### config.mk
export PLATFORM = sky130hd
export DESIGN_NAME = fp_addsub_pipe_flat
export DESIGN_NICKNAME = d
export VERILOG_FILES = /design/src/rtl/fp_addsub_pipe_if.sv /design/src/rtl/fp_addsub_pipe.sv /design/src/flat_wrapper.sv
export SDC_FILE = /design/constraint.sdc
export NUM_CORES = 1
export LEC_CHECK = 0
export BUFFER_PORTS_ARGS = -buffer_cell sky130_fd_sc_hd__buf_4
export CAP_MARGIN = 20
export CORE_ASPECT_RATIO = 0.9
export CORE_MARGIN = 1.5
export CORE_UTILIZATION = 63
export DETAILED_ROUTE_END_ITERATION = 7
export MAX_ROUTING_LAYER = met4
export PLACE_DENSITY = 0.82
export SLEW_MARGIN = 40
export SYNTH_ARGS = -nofsm -noshare
export SYNTH_HDL_FRONTEND = slang
export SYNTH_SLANG_ARGS = --single-unit
export TNS_END_PERCENT = 10
### constraint.sdc
create_clock -name clk -period 8.3 [get_ports clk]
set_input_delay 1.66 -clock clk [delete_from_list [all_inputs] [get_ports clk]]
set_output_delay 1.66 -clock clk [all_outputs]
set_load 0.03 [all_outputs]
### src/rtl/fp_addsub_pipe_if.sv
// Operand/result channel of fp_addsub_pipe.
// valid/ready: a transfer happens on a rising clk edge where valid and ready are both high;
// the producer holds valid and its payload stable until that edge, and ready may depend on
// the consumer's state but never on the valid it is being offered.
interface fp_addsub_pipe_if #(
  parameter int EXP_W = 8,
  parameter int MAN_W = 23
);
  localparam int W = 1 + EXP_W + MAN_W;

  logic         in_valid;
  logic         in_ready;
  logic [W-1:0] in_a;
  logic [W-1:0] in_b;
  logic         op_sub;
  logic         out_valid;
  logic         out_ready;
  logic [W-1:0] result;
  logic [3:0]   flags;

  modport master (
    output in_valid, in_a, in_b, op_sub, out_ready,
    input  in_ready, out_valid, result, flags
  );

  modport slave (
    input  in_valid, in_a, in_b, op_sub, out_ready,
    output in_ready, out_valid, result, flags
  );
endinterface

### src/rtl/fp_addsub_pipe.sv
// Three-stage IEEE-754-style adder/subtractor: align, add, normalise/round.
// Subnormals are flushed to zero, rounding is nearest-even, flags are {invalid, overflow, underflow, inexact}.
module fp_addsub_pipe #(
  parameter int EXP_W = 8,
  parameter int MAN_W = 23
) (
  input logic             clk,
  input logic             rst,
  fp_addsub_pipe_if.slave bus
);
  localparam int W  = 1 + EXP_W + MAN_W;
  localparam int MW = MAN_W + 4;  // {hidden, frac, guard, round, sticky}
  localparam int SW = MAN_W + 5;  // MW plus carry out of the add
  localparam int EW = EXP_W + 2;  // signed working exponent

  localparam logic [EXP_W-1:0]    EXP_MAX = '1;
  localparam logic signed [EW-1:0] E_TOP  = $signed({2'b00, EXP_MAX});
  localparam logic signed [EW-1:0] E_ONE  = EW'(1);
  localparam logic [W-1:0] QNAN = {1'b0, EXP_MAX, 1'b1, {(MAN_W-1){1'b0}}};

  function automatic int lzc(input logic [MW-1:0] v);
    lzc = MW;
    for (int i = 0; i < MW; i++) begin
      if (v[i]) lzc = MW - 1 - i;
    end
  endfunction

  // Global stall: every stage moves together or holds together.
  logic advance;
  logic v1, v2, v3;
  assign advance       = !v3 || bus.out_ready;
  assign bus.in_ready  = advance;

  // ---------------- S1: unpack, specials, swap, align ----------------
  logic             sa, sb;
  logic [EXP_W-1:0] ea, eb;
  logic [MAN_W-1:0] fa, fb;
  logic             a_zero, b_zero, a_inf, b_inf, a_nan, b_nan, a_snan, b_snan;

  assign sa     = bus.in_a[W-1];
  assign sb     = bus.in_b[W-1] ^ bus.op_sub;  // sign of b as it enters the sum
  assign ea     = bus.in_a[W-2 -: EXP_W];
  assign eb     = bus.in_b[W-2 -: EXP_W];
  assign fa     = bus.in_a[MAN_W-1:0];
  assign fb     = bus.in_b[MAN_W-1:0];
  assign a_zero = (ea == '0);
  assign b_zero = (eb == '0);
  assign a_inf  = (ea == EXP_MAX) && (fa == '0);
  assign b_inf  = (eb == EXP_MAX) && (fb == '0);
  assign a_nan  = (ea == EXP_MAX) && (fa != '0);
  assign b_nan  = (eb == EXP_MAX) && (fb != '0);
  assign a_snan = a_nan && !fa[MAN_W-1];
  assign b_snan = b_nan && !fb[MAN_W-1];

  logic         special_n;
  logic [W-1:0] spec_res_n;
  logic [3:0]   spec_flg_n;

  always_comb begin
    special_n  = 1'b1;
    spec_res_n = '0;
    spec_flg_n = '0;
    if (a_nan || b_nan) begin
      spec_res_n = QNAN;
      spec_flg_n = {a_snan || b_snan, 3'b000};
    end else if (a_inf && b_inf && (sa != sb)) begin
      spec_res_n = QNAN;
      spec_flg_n = 4'b1000;
    end else if (a_inf) begin
      spec_res_n = bus.in_a;
    end else if (b_inf) begin
      spec_res_n = {sb, EXP_MAX, {MAN_W{1'b0}}};
    end else begin
      special_n = 1'b0;
    end
  end

  logic [W-2:0]     key_a, key_b;
  logic             swap;
  logic [EXP_W-1:0] ea_z, eb_z, ex_n, ey_n, diff;
  logic [MAN_W:0]   ma_h, mb_h, mx_h, my_h;
  logic             sx_n;

  assign key_a = a_zero ? '0 : bus.in_a[W-2:0];
  assign key_b = b_zero ? '0 : bus.in_b[W-2:0];
  assign swap  = key_b > key_a;
  assign ea_z  = a_zero ? '0 : ea;
  assign eb_z  = b_zero ? '0 : eb;
  assign ma_h  = a_zero ? '0 : {1'b1, fa};
  assign mb_h  = b_zero ? '0 : {1'b1, fb};
  assign ex_n  = swap ? eb_z : ea_z;
  assign ey_n  = swap ? ea_z : eb_z;
  assign mx_h  = swap ? mb_h : ma_h;
  assign my_h  = swap ? ma_h : mb_h;
  assign sx_n  = swap ? sb : sa;
  assign diff  = ex_n - ey_n;

  logic [2*MW-1:0] y_wide;
  logic [MW-1:0]   y_al;

  // Bits shifted past the sticky position are OR-ed into it.
  always_comb begin
    y_wide = {my_h, 3'b000, {MW{1'b0}}} >> diff;
    if (int'(diff) >= MAN_W + 3) begin
      y_al = {{(MW-1){1'b0}}, |my_h};
    end else begin
      y_al = {y_wide[2*MW-1:MW+1], y_wide[MW] | (|y_wide[MW-1:0])};
    end
  end

  logic             sp1, sx1, sub1, zs1;
  logic [W-1:0]     spr1;
  logic [3:0]       spf1;
  logic [EXP_W-1:0] ex1;
  logic [MW-1:0]    mx1, my1;

  always_ff @(posedge clk or posedge rst) begin
    if (rst) begin
      v1   <= 1'b0;
      sp1  <= 1'b0;
      spr1 <= '0;
      spf1 <= '0;
      sx1  <= 1'b0;
      sub1 <= 1'b0;
      zs1  <= 1'b0;
      ex1  <= '0;
      mx1  <= '0;
      my1  <= '0;
    end else if (advance) begin
      v1   <= bus.in_valid;
      sp1  <= special_n;
      spr1 <= spec_res_n;
      spf1 <= spec_flg_n;
      sx1  <= sx_n;
      sub1 <= sa ^ sb;
      zs1  <= sa & sb;  // exact zero is negative only when both addends are -0
      ex1  <= ex_n;
      mx1  <= {mx_h, 3'b000};
      my1  <= y_al;
    end
  end

  // ---------------- S2: effective add / subtract ----------------
  logic             sp2, sx2, zs2;
  logic [W-1:0]     spr2;
  logic [3:0]       spf2;
  logic [EXP_W-1:0] ex2;
  logic [SW-1:0]    sum2;

  always_ff @(posedge clk or posedge rst) begin
    if (rst) begin
      v2   <= 1'b0;
      sp2  <= 1'b0;
      spr2 <= '0;
      spf2 <= '0;
      sx2  <= 1'b0;
      zs2  <= 1'b0;
      ex2  <= '0;
      sum2 <= '0;
    end else if (advance) begin
      v2   <= v1;
      sp2  <= sp1;
      spr2 <= spr1;
      spf2 <= spf1;
      sx2  <= sx1;
      zs2  <= zs1;
      ex2  <= ex1;
      sum2 <= sub1 ? ({1'b0, mx1} - {1'b0, my1}) : ({1'b0, mx1} + {1'b0, my1});
    end
  end

  // ---------------- S3: normalise, round, pack ----------------
  int                     lz;
  logic [MW-1:0]          norm;
  logic signed [EW-1:0]   e_n, e_r;
  logic [MAN_W+1:0]       mant_r;
  logic [MAN_W-1:0]       frac_r;
  logic                   rup, inexact;
  logic [W-1:0]           res_n;
  logic [3:0]             flg_n;

  always_comb begin
    lz      = 0;
    norm    = '0;
    e_n     = $signed({2'b00, ex2});
    e_r     = '0;
    mant_r  = '0;
    frac_r  = '0;
    rup     = 1'b0;
    inexact = 1'b0;
    res_n   = '0;
    flg_n   = '0;

    if (sum2[SW-1]) begin
      norm = {sum2[SW-1:2], sum2[1] | sum2[0]};
      e_n  = e_n + E_ONE;
    end else begin
      lz   = lzc(sum2[MW-1:0]);
      norm = sum2[MW-1:0] << lz;
      e_n  = e_n - $signed(EW'(lz));
    end

    rup     = norm[2] & (norm[1] | norm[0] | norm[3]);
    inexact = norm[2] | norm[1] | norm[0];
    mant_r  = {1'b0, norm[MW-1:3]} + {{(MAN_W+1){1'b0}}, rup};
    if (mant_r[MAN_W+1]) begin
      e_r    = e_n + E_ONE;
      frac_r = mant_r[MAN_W:1];
    end else begin
      e_r    = e_n;
      frac_r = mant_r[MAN_W-1:0];
    end

    if (sp2) begin
      res_n = spr2;
      flg_n = spf2;
    end else if (sum2 == '0) begin
      res_n = {zs2, {(W-1){1'b0}}};
    end else if (e_r >= E_TOP) begin
      res_n = {sx2, EXP_MAX, {MAN_W{1'b0}}};
      flg_n = 4'b0101;
    end else if (e_r < E_ONE) begin
      res_n = {sx2, {(W-1){1'b0}}};
      flg_n = 4'b0011;
    end else begin
      res_n = {sx2, e_r[EXP_W-1:0], frac_r};
      flg_n = {3'b000, inexact};
    end
  end

  logic [W-1:0] result_r;
  logic [3:0]   flags_r;

  always_ff @(posedge clk or posedge rst) begin
    if (rst) begin
      v3       <= 1'b0;
      result_r <= '0;
      flags_r  <= '0;
    end else if (advance) begin
      v3       <= v2;
      result_r <= res_n;
      flags_r  <= flg_n;
    end
  end

  assign bus.out_valid = v3;
  assign bus.result    = result_r;
  assign bus.flags     = flags_r;
endmodule

### src/flat_wrapper.sv
// flat-port wrapper written by rule: the top's interface ports become plain ports
module fp_addsub_pipe_flat 
#(
  parameter int EXP_W = 8,
  parameter int MAN_W = 23
)
  (clk, rst, bus_in_valid, bus_in_a, bus_in_b, bus_op_sub, bus_out_ready, bus_in_ready, bus_out_valid, bus_result, bus_flags);
  fp_addsub_pipe_if #(.EXP_W(EXP_W), .MAN_W(MAN_W)) bus_i ();
  input logic clk;
  input logic rst;
  input wire logic [$bits(bus_i.in_valid)-1:0] bus_in_valid;
  input wire logic [$bits(bus_i.in_a)-1:0] bus_in_a;
  input wire logic [$bits(bus_i.in_b)-1:0] bus_in_b;
  input wire logic [$bits(bus_i.op_sub)-1:0] bus_op_sub;
  input wire logic [$bits(bus_i.out_ready)-1:0] bus_out_ready;
  output wire logic [$bits(bus_i.in_ready)-1:0] bus_in_ready;
  output wire logic [$bits(bus_i.out_valid)-1:0] bus_out_valid;
  output wire logic [$bits(bus_i.result)-1:0] bus_result;
  output wire logic [$bits(bus_i.flags)-1:0] bus_flags;
  assign bus_i.in_valid = bus_in_valid;
  assign bus_i.in_a = bus_in_a;
  assign bus_i.in_b = bus_in_b;
  assign bus_i.op_sub = bus_op_sub;
  assign bus_i.out_ready = bus_out_ready;
  assign bus_in_ready = bus_i.in_ready;
  assign bus_out_valid = bus_i.out_valid;
  assign bus_result = bus_i.result;
  assign bus_flags = bus_i.flags;
  fp_addsub_pipe #(.EXP_W(EXP_W), .MAN_W(MAN_W)) u_core (.clk(clk), .rst(rst), .bus(bus_i));
endmodule
==> impl_metrics.env, run 1 <==
export IMPL_status="complete, no violations"
export IMPL_routed_wire_length_per_instance_um=23.0
export IMPL_total_vias_in_the_final_route=19382
export IMPL_power_density_mw_per_mm2=368
export IMPL_postSynthAreaPerCell_um2=7.64
export IMPL_total_cts_buffers=22
export IMPL_non_filler_instance_count_after_layout=2772
export IMPL_cp_data_arrival_time_ns=8.05
export IMPL_regArea_mm2=0.00518
export IMPL_first_global_vias=17759
export IMPL_power_combinational_fraction=0.637
export IMPL_area_delta_synth_final_pct=9.21
export IMPL_synth_cell_type_count=106
export IMPL_drive_above_1_share=0.119
export IMPL_timing_hold_violations_final=0
export IMPL_netlist_top_cells_area="sky130_fd_sc_hd__dfrtp_1 (28%), sky130_fd_sc_hd__nand2_1 (8.4%), sky130_fd_sc_hd__ha_1 (6.2%), sky130_fd_sc_hd__nor2_1 (4.1%), sky130_fd_sc_hd__a21oi_1 (4.0%)"
export IMPL_worst_slew_pin_transition_ns=0.859
export IMPL_height_of_the_die_um=165
export IMPL_insertedDiodeCount=0
export IMPL_critical_path_most_common_cell="sky130_fd_sc_hd__nand2_1"
export IMPL_dominantRegCellSynth="sky130_fd_sc_hd__dfrtp_1"
export IMPL_floorplan_io_pins=107
export IMPL_drtPass1Iterations=7
export IMPL_grt_total_usage=0.436
export IMPL_critPathMaxStageDelay_ns=0.68
export IMPL_worstSkewPairLatency_ns=0.53
export IMPL_synth_seq_cells=207
export IMPL_post_route_drc_count=0
export IMPL_clock_tree_from_tritoncts="done"
export IMPL_coreArea_mm2=0.0282
export IMPL_finalWorstPathRequiredPeriod_ns=7.64
export IMPL_finalWeightedCongestion=1.08
export IMPL_share_clk_of_total_power=0.131
export IMPL_final_net_count=2560
export IMPL_hp_class="reg -> reg"
export IMPL_maxSlewViolCount=0
export IMPL_io_buffers=106
export IMPL_crit_path_required_time_ns=8.71
export IMPL_max_slew_margin=0.427
export IMPL_seqPwrFrac=0.232
export IMPL_placed_wire_length_estimate_mm=46.7
export IMPL_p_leak_nw=8.97
export IMPL_grt_setup_unrepaired="no"
export IMPL_dp_cells=2733
export IMPL_first_iter_violations=2674
export IMPL_yosysSeqAreaShare=0.284
export IMPL_globalRouteOverflowTotal=0
export IMPL_max_clock_freq_mhz=131
export IMPL_setup_worst_path_class="in -> reg"
export IMPL_yosys_area_top_type="sky130_fd_sc_hd__dfrtp_1"
export IMPL_synth_async_reset_ratio=1.00
export IMPL_detail_route_vias_per_cell=6.99
export IMPL_rows=58
export IMPL_pin_count_of_the_biggest_net_entering_global_routing=139
export IMPL_cts_reportedPaths_clkPinSlew_ns=0.06
export IMPL_htree_num_levels=1
export IMPL_worst_slack_setup_final_ns=0.658
export IMPL_mappedNetlistArea_mm2=0.0183
export IMPL_synth_largest_type_area_fraction=0.284
export IMPL_clock_sinks=207
export IMPL_cts_root_to_sink_buffers=3
export IMPL_path_max_fanout=15
export IMPL_cts_root_buf="sky130_fd_sc_hd__clkbuf_16"
export IMPL_final_setup_skew_ns=0.0121
export IMPL_die_area_mm2=0.0300
export IMPL_preCtsSetupSlack_ns=0.295
export IMPL_synthesis_nets=2553
export IMPL_start_util=0.647
export IMPL_endpoint_kind="flop"
export IMPL_slowest_stage="sky130_fd_sc_hd__xor2_2"
export IMPL_postCtsSetupRepairBufs=0
export IMPL_post_cts_resized=0
export IMPL_cts_hold_buf=0
export IMPL_final_period_utilization=0.921
export IMPL_maxCapViolations=0
export IMPL_detail_route_wirelength_mm=63.6
export IMPL_setup_violations_final=0
export IMPL_cellInternalPower_mw=3.45
export IMPL_switchingPower_mw=3.89
export IMPL_fill_cells=2200
export IMPL_post_synth_inst_count=2392
export IMPL_switching_share=0.530
export IMPL_grt_pass1_wl_mm=100
export IMPL_critPathLaunchType="primary input"
export IMPL_synth_enable_flop_cells=0
export IMPL_synth_yosys_warnings=0
export IMPL_crit_chain="buf_4, nor4_1, nand2_1, nand2_1, ha_1, a21oi_1, o21ai_0, a221oi_1, nand2_1, o21a_2, mux2i_1, ha_1, nor2_2, xor2_2, mux2i_1, nand3_1, nand2_1, nand2_1, o41a_1, or4_1, a221o_1, a31o_1"
export IMPL_grt_antenna_before_repair=3
export IMPL_dieWidth_um=183
export IMPL_drtAntennaViolNets=0
export IMPL_max_vdd_ir_drop_mv=0.316
export IMPL_setup_tns_ns=0
export IMPL_multiInputGateArea_mm2=0.0120
area by class of cell:
type                    instances  share of cell area
clock inverters                 7             0.00282
flip-flops and latches        207               0.260
well taps                     360              0.0226
multi-input cells            1910               0.603
inverters                     103              0.0201
repair buffers                155              0.0599
clock buffers                  30              0.0321
kinds of logic (layout without fill, tap and decap cells):
| family | after synthesis | count (layout) | synth area share |
|---|---|---|---|
| simple gates | 1003 | 1003 | 0.258 |
| compound gates | 667 | 667 | 0.249 |
| buf+inv | 275 | 295 | 0.0601 |
| flops | 207 | 207 | 0.284 |
| fa+ha+maj | 92 | 92 | 0.0638 |
| mux | 82 | 82 | 0.0519 |
| xor+xnor | 66 | 66 | 0.0329 |
worst max-delay path, delay by kind of cell:
kind                     cells  cell delay [ns]
AND/OR/NAND/NOR              9             2.44
AO/OA/AOI/OAI                7             2.05
XOR/XNOR                     1             0.68
multiplexers                 2             0.60
adder cells (fa/ha/maj)      2             0.50
buffers and inverters        1             0.13
sequential cells by signal, summed over array words and instances (netlist names), 8 cells and up:
signal             count
u_core.sum2           28
u_core.my1            27
u_core.mx1            24
u_core.spr1           32
u_core.ex2             8
u_core.bus.result     32
u_core.ex1             8
u_core.spr2           32
synthesized netlist by cell type (all sizes together) (13+ instances only):
master and instances:
a211oi 19, a21o 14, a21oi 149, a221o 33
a31oi 36, and2 46, and3 41, buf 45
clkbuf 127, dfrtp 207, ha 90, inv 101
mux2 22, mux2i 52, nand2 410, nand2b 13
nand3 85, nand4 31, nor2 201, nor2b 15
nor3 67, nor4 35, o211ai 39, o21a 22
o21ai 156, o22ai 37, o31ai 21, or2 13
or3 14, xnor2 44, xor2 22
layout by cell type, fill, tap and decap left out, types with 44 or more instances in the layout:
cell / synthesis / routed
sky130_fd_sc_hd__nand3_1: 83 / 83
sky130_fd_sc_hd__nor3_1: 63 / 62
sky130_fd_sc_hd__nor2_1: 198 / 197
sky130_fd_sc_hd__buf_4: 2 / 148
sky130_fd_sc_hd__inv_1: 97 / 96
sky130_fd_sc_hd__mux2i_1: 52 / 52
sky130_fd_sc_hd__dfrtp_1: 207 / 207
sky130_fd_sc_hd__o21ai_0: 143 / 143
sky130_fd_sc_hd__ha_1: 90 / 89
sky130_fd_sc_hd__and2_1: 44 / 44
sky130_fd_sc_hd__nand2_1: 410 / 410
sky130_fd_sc_hd__a21oi_1: 147 / 146
worst paths after layout:
check / startpoint / to / slack (ns) / cells past startpoint
min in group asynchronous: rst / u_core.spr1[23] / 1.23 / 2
max in group asynchronous: rst / u_core.ex2[7] / 5.86 / 3
setup reg to reg: u_core.sum2[5] / u_core.bus.result[20] / 1.07 / 23
hold / removal: u_core.zs2 / u_core.zs2 / 0.47 / 2
setup / recovery: bus_in_a[28] / u_core.my1[0] / 0.66 / 22
hold reg to reg: u_core.zs2 / u_core.zs2 / 0.47 / 2
stage by stage:
stage / power, mW / util / area, um^2 / hold slack [ns]
global placement: 6.03 / 0.681 / 19200 / 0.442
CTS: 7.12 / 0.706 / 19900 / 0.463
detailed placement: 6.13 / 0.681 / 19200 / 0.450
global route: 7.73 / 0.707 / 20000 / 0.481
finish: 7.34 / 0.707 / 20000 / 0.466
floorplan: 4.83 / - / 18300 / 0.430
power groups by stage:
stage	Combinational (mW)	Sequential (mW)	Clock, mW
after floorplan	3.26	1.57	0
after global placement	4.35	1.67	0
after detailed placement	4.45	1.68	0
after CTS	4.49	1.67	0.962
after global routing	5.01	1.71	1.01
final	4.68	1.70	0.964
layer usage:
layer / global-route usage / part of all wire
met1: 0.613 / 0.42
met4: 0.128 / 0.032
met3: 0.0959 / 0.13
met5: - / 0
met2: 0.628 / 0.42
(Power assumes the default switching activity.)
==> run 2, diff against run 1 <==
--- a/config.mk
+++ b/config.mk
@@ -11,9 +11,7 @@
 export CORE_MARGIN = 1.5
 export CORE_UTILIZATION = 63
 export DETAILED_ROUTE_END_ITERATION = 7
-export MAX_ROUTING_LAYER = met4
 export PLACE_DENSITY = 0.82
-export SLEW_MARGIN = 40
 export SYNTH_ARGS = -nofsm -noshare
 export SYNTH_HDL_FRONTEND = slang
 export SYNTH_SLANG_ARGS = --single-unit
==> impl_metrics.env, run 2 (synthesis gave the netlist of run 1 again) <==
export IMPL_drtPass1Iterations=8
export IMPL_max_vdd_ir_drop_mv=0.258
export IMPL_io_buffers=106
export IMPL_cts_hold_buf=0
export IMPL_drtAntennaViolNets=0
export IMPL_layout_cells_most_common_list="sky130_fd_sc_hd__nand2_1 (410), sky130_fd_sc_hd__dfrtp_1 (207), sky130_fd_sc_hd__nor2_1 (198)"
export IMPL_max_slew_margin=0.358
export IMPL_cts_reportedPaths_clkPinSlew_ns=0.07
export IMPL_power_density_mw_per_mm2=372
export IMPL_end_point_of_the_worst_hold_path="u_core.spr2[4]"
export IMPL_cts_root_to_sink_buffers=3
export IMPL_grt_setup_unrepaired="no"
export IMPL_coreArea_mm2=0.0282
export IMPL_drive_above_1_share=0.118
export IMPL_setup_tns_ns=0
export IMPL_final_setup_skew_ns=0.0282
export IMPL_max_clock_freq_mhz=133
export IMPL_critPathLaunchType="primary input"
export IMPL_finalWorstPathRequiredPeriod_ns=7.53
export IMPL_area_delta_synth_final_pct=9.61
export IMPL_globalRouteOverflowTotal=0
export IMPL_setup_worst_path_class="in -> reg"
export IMPL_worstSkewPairLatency_ns=0.54
export IMPL_whs_ns=0.455
export IMPL_die_area_mm2=0.0300
export IMPL_total_cts_buffers=23
export IMPL_r2r_start="u_core.sum2[5]"
export IMPL_hold_start="u_core.spr1[4]"
export IMPL_maxSlewViolCount=0
export IMPL_layout_commonest_cell="sky130_fd_sc_hd__nand2_1"
export IMPL_height_of_the_die_um=165
export IMPL_cts_root_buf="sky130_fd_sc_hd__clkbuf_16"
export IMPL_min_delay_path_depth=2
export IMPL_timing_hold_violations_final=0
export IMPL_first_global_vias=17806
export IMPL_start_util=0.647
export IMPL_setup_violations_final=0
export IMPL_fill_cells=2242
export IMPL_final_period_utilization=0.907
export IMPL_path_max_fanout=17
export IMPL_hp_class="reg -> reg"
export IMPL_worst_r2r_setup_slack_ns=1.76
export IMPL_finalCoreUtilization=0.709
export IMPL_rows=58
export IMPL_p_leak_nw=9.02
export IMPL_status="complete, no violations"
export IMPL_pin_count_of_the_biggest_net_entering_global_routing=217
export IMPL_first_iter_violations=2911
export IMPL_worst_slew_pin_transition_ns=0.964
export IMPL_clock_tree_from_tritoncts="done"
export IMPL_htree_num_levels=1
export IMPL_endpoint_kind="flop"
export IMPL_post_cts_resized=0
export IMPL_postCtsSetupRepairBufs=0
export IMPL_detail_route_vias_per_cell=6.96
export IMPL_grt_pass1_wl_mm=99.2
export IMPL_routed_wire_length_per_instance_um=22.9
export IMPL_regToRegEndpoint="u_core.bus.result[15]"
export IMPL_post_route_drc_count=0
export IMPL_maxCapViolations=0
export IMPL_detail_route_wirelength_mm=63.6
export IMPL_crit_path_required_time_ns=8.72
export IMPL_clock_sinks=207
export IMPL_cp_data_arrival_time_ns=7.95
export IMPL_insertedDiodeCount=0
export IMPL_grt_antenna_before_repair=2
export IMPL_finalWeightedCongestion=1.08
export IMPL_final_net_count=2561
export IMPL_dieWidth_um=183
export IMPL_floorplan_io_pins=107
export IMPL_grt_total_usage=0.417
export IMPL_worst_reg2reg_path_length_in_cells=24
export IMPL_total_vias_in_the_final_route=19319
export IMPL_placed_wire_length_estimate_mm=46.4
run 2: critical path: stages:
cell                      delay [ns]
sky130_fd_sc_hd__buf_4          0.13
sky130_fd_sc_hd__nor4_1         0.28
sky130_fd_sc_hd__nand2_1        0.46
sky130_fd_sc_hd__buf_4          0.39
sky130_fd_sc_hd__and2_1         0.24
sky130_fd_sc_hd__inv_1          0.07
sky130_fd_sc_hd__ha_1           0.15
sky130_fd_sc_hd__nand3_1        0.12
sky130_fd_sc_hd__or4_1          0.52
sky130_fd_sc_hd__or2_2          0.35
sky130_fd_sc_hd__o21a_2         0.15
sky130_fd_sc_hd__mux2i_1        0.16
sky130_fd_sc_hd__ha_1           0.21
sky130_fd_sc_hd__nor2_2         0.30
sky130_fd_sc_hd__xor2_2         0.58
sky130_fd_sc_hd__buf_4          0.30
sky130_fd_sc_hd__o21ai_0        0.13
sky130_fd_sc_hd__o21ai_0        0.31
sky130_fd_sc_hd__a31oi_1        0.13
sky130_fd_sc_hd__o41a_1         0.38
sky130_fd_sc_hd__or4_1          0.40
sky130_fd_sc_hd__a221o_1        0.30
sky130_fd_sc_hd__a31o_1         0.21
run 2: routing by layer:
layer | routed length (um) | vias up | GRT usage
met5 | 5 | - | 0
met4 | 2160 | 2 | 0.129
li1 | - | 8687 | -
met1 | 26900 | 9143 | 0.609
met3 | 8100 | 186 | 0.0931
met2 | 26500 | 1301 | 0.614
run 2: cell type report:
type | instances | area, um^2 | share of cell area
inverter | 103 | 397 | 0.0198
timing repair buffer | 155 | 1190 | 0.0594
clock buffer | 34 | 687 | 0.0343
clock inverter | 8 | 113 | 0.00562
tap | 360 | 450 | 0.0225
sequential | 207 | 5180 | 0.259
multi-input combinational | 1910 | 12000 | 0.600
run 2: how the worst max path moves through the flow:
stage	cells after the start	to	from
6_report	23	u_core.my1[0]	bus_in_a[28]
3_3_place_gp	20	u_core.my1[0]	bus_in_a[28]
5_1_grt	23	u_core.my1[0]	bus_in_a[28]
2_1_floorplan	25	u_core.my1[0]	bus_in_a[27]
4_1_cts	23	u_core.my1[0]	bus_in_a[28]
3_5_place_dp	23	u_core.my1[0]	bus_in_a[28]
run 2: power by group:
| part | internal, mW | switching (mW) | total [mW] |
|---|---|---|---|
| clock network | 0.640 | 0.443 | 1.08 |
| registers | 1.27 | 0.427 | 1.69 |
| logic | 1.64 | 3.03 | 4.67 |
| total | 3.54 | 3.90 | 7.44 |
run 2: through the flow:
| step | total power, mW | std cells | instance area [um^2] | worst slack, ns |
|---|---|---|---|---|
| 6_report | 7.44 | 2777 | 20000 | 0.774 |
| 3_5_place_dp | 6.12 | 2735 | 19200 | 0.436 |
| 5_1_grt | 7.79 | 2777 | 20000 | 0.534 |
| 4_1_cts | 7.23 | 2777 | 20000 | 0.948 |
| 3_3_place_gp | 6.03 | 2735 | 19200 | 0.565 |
| 2_1_floorplan | 4.83 | 2392 | 18300 | 0.689 |
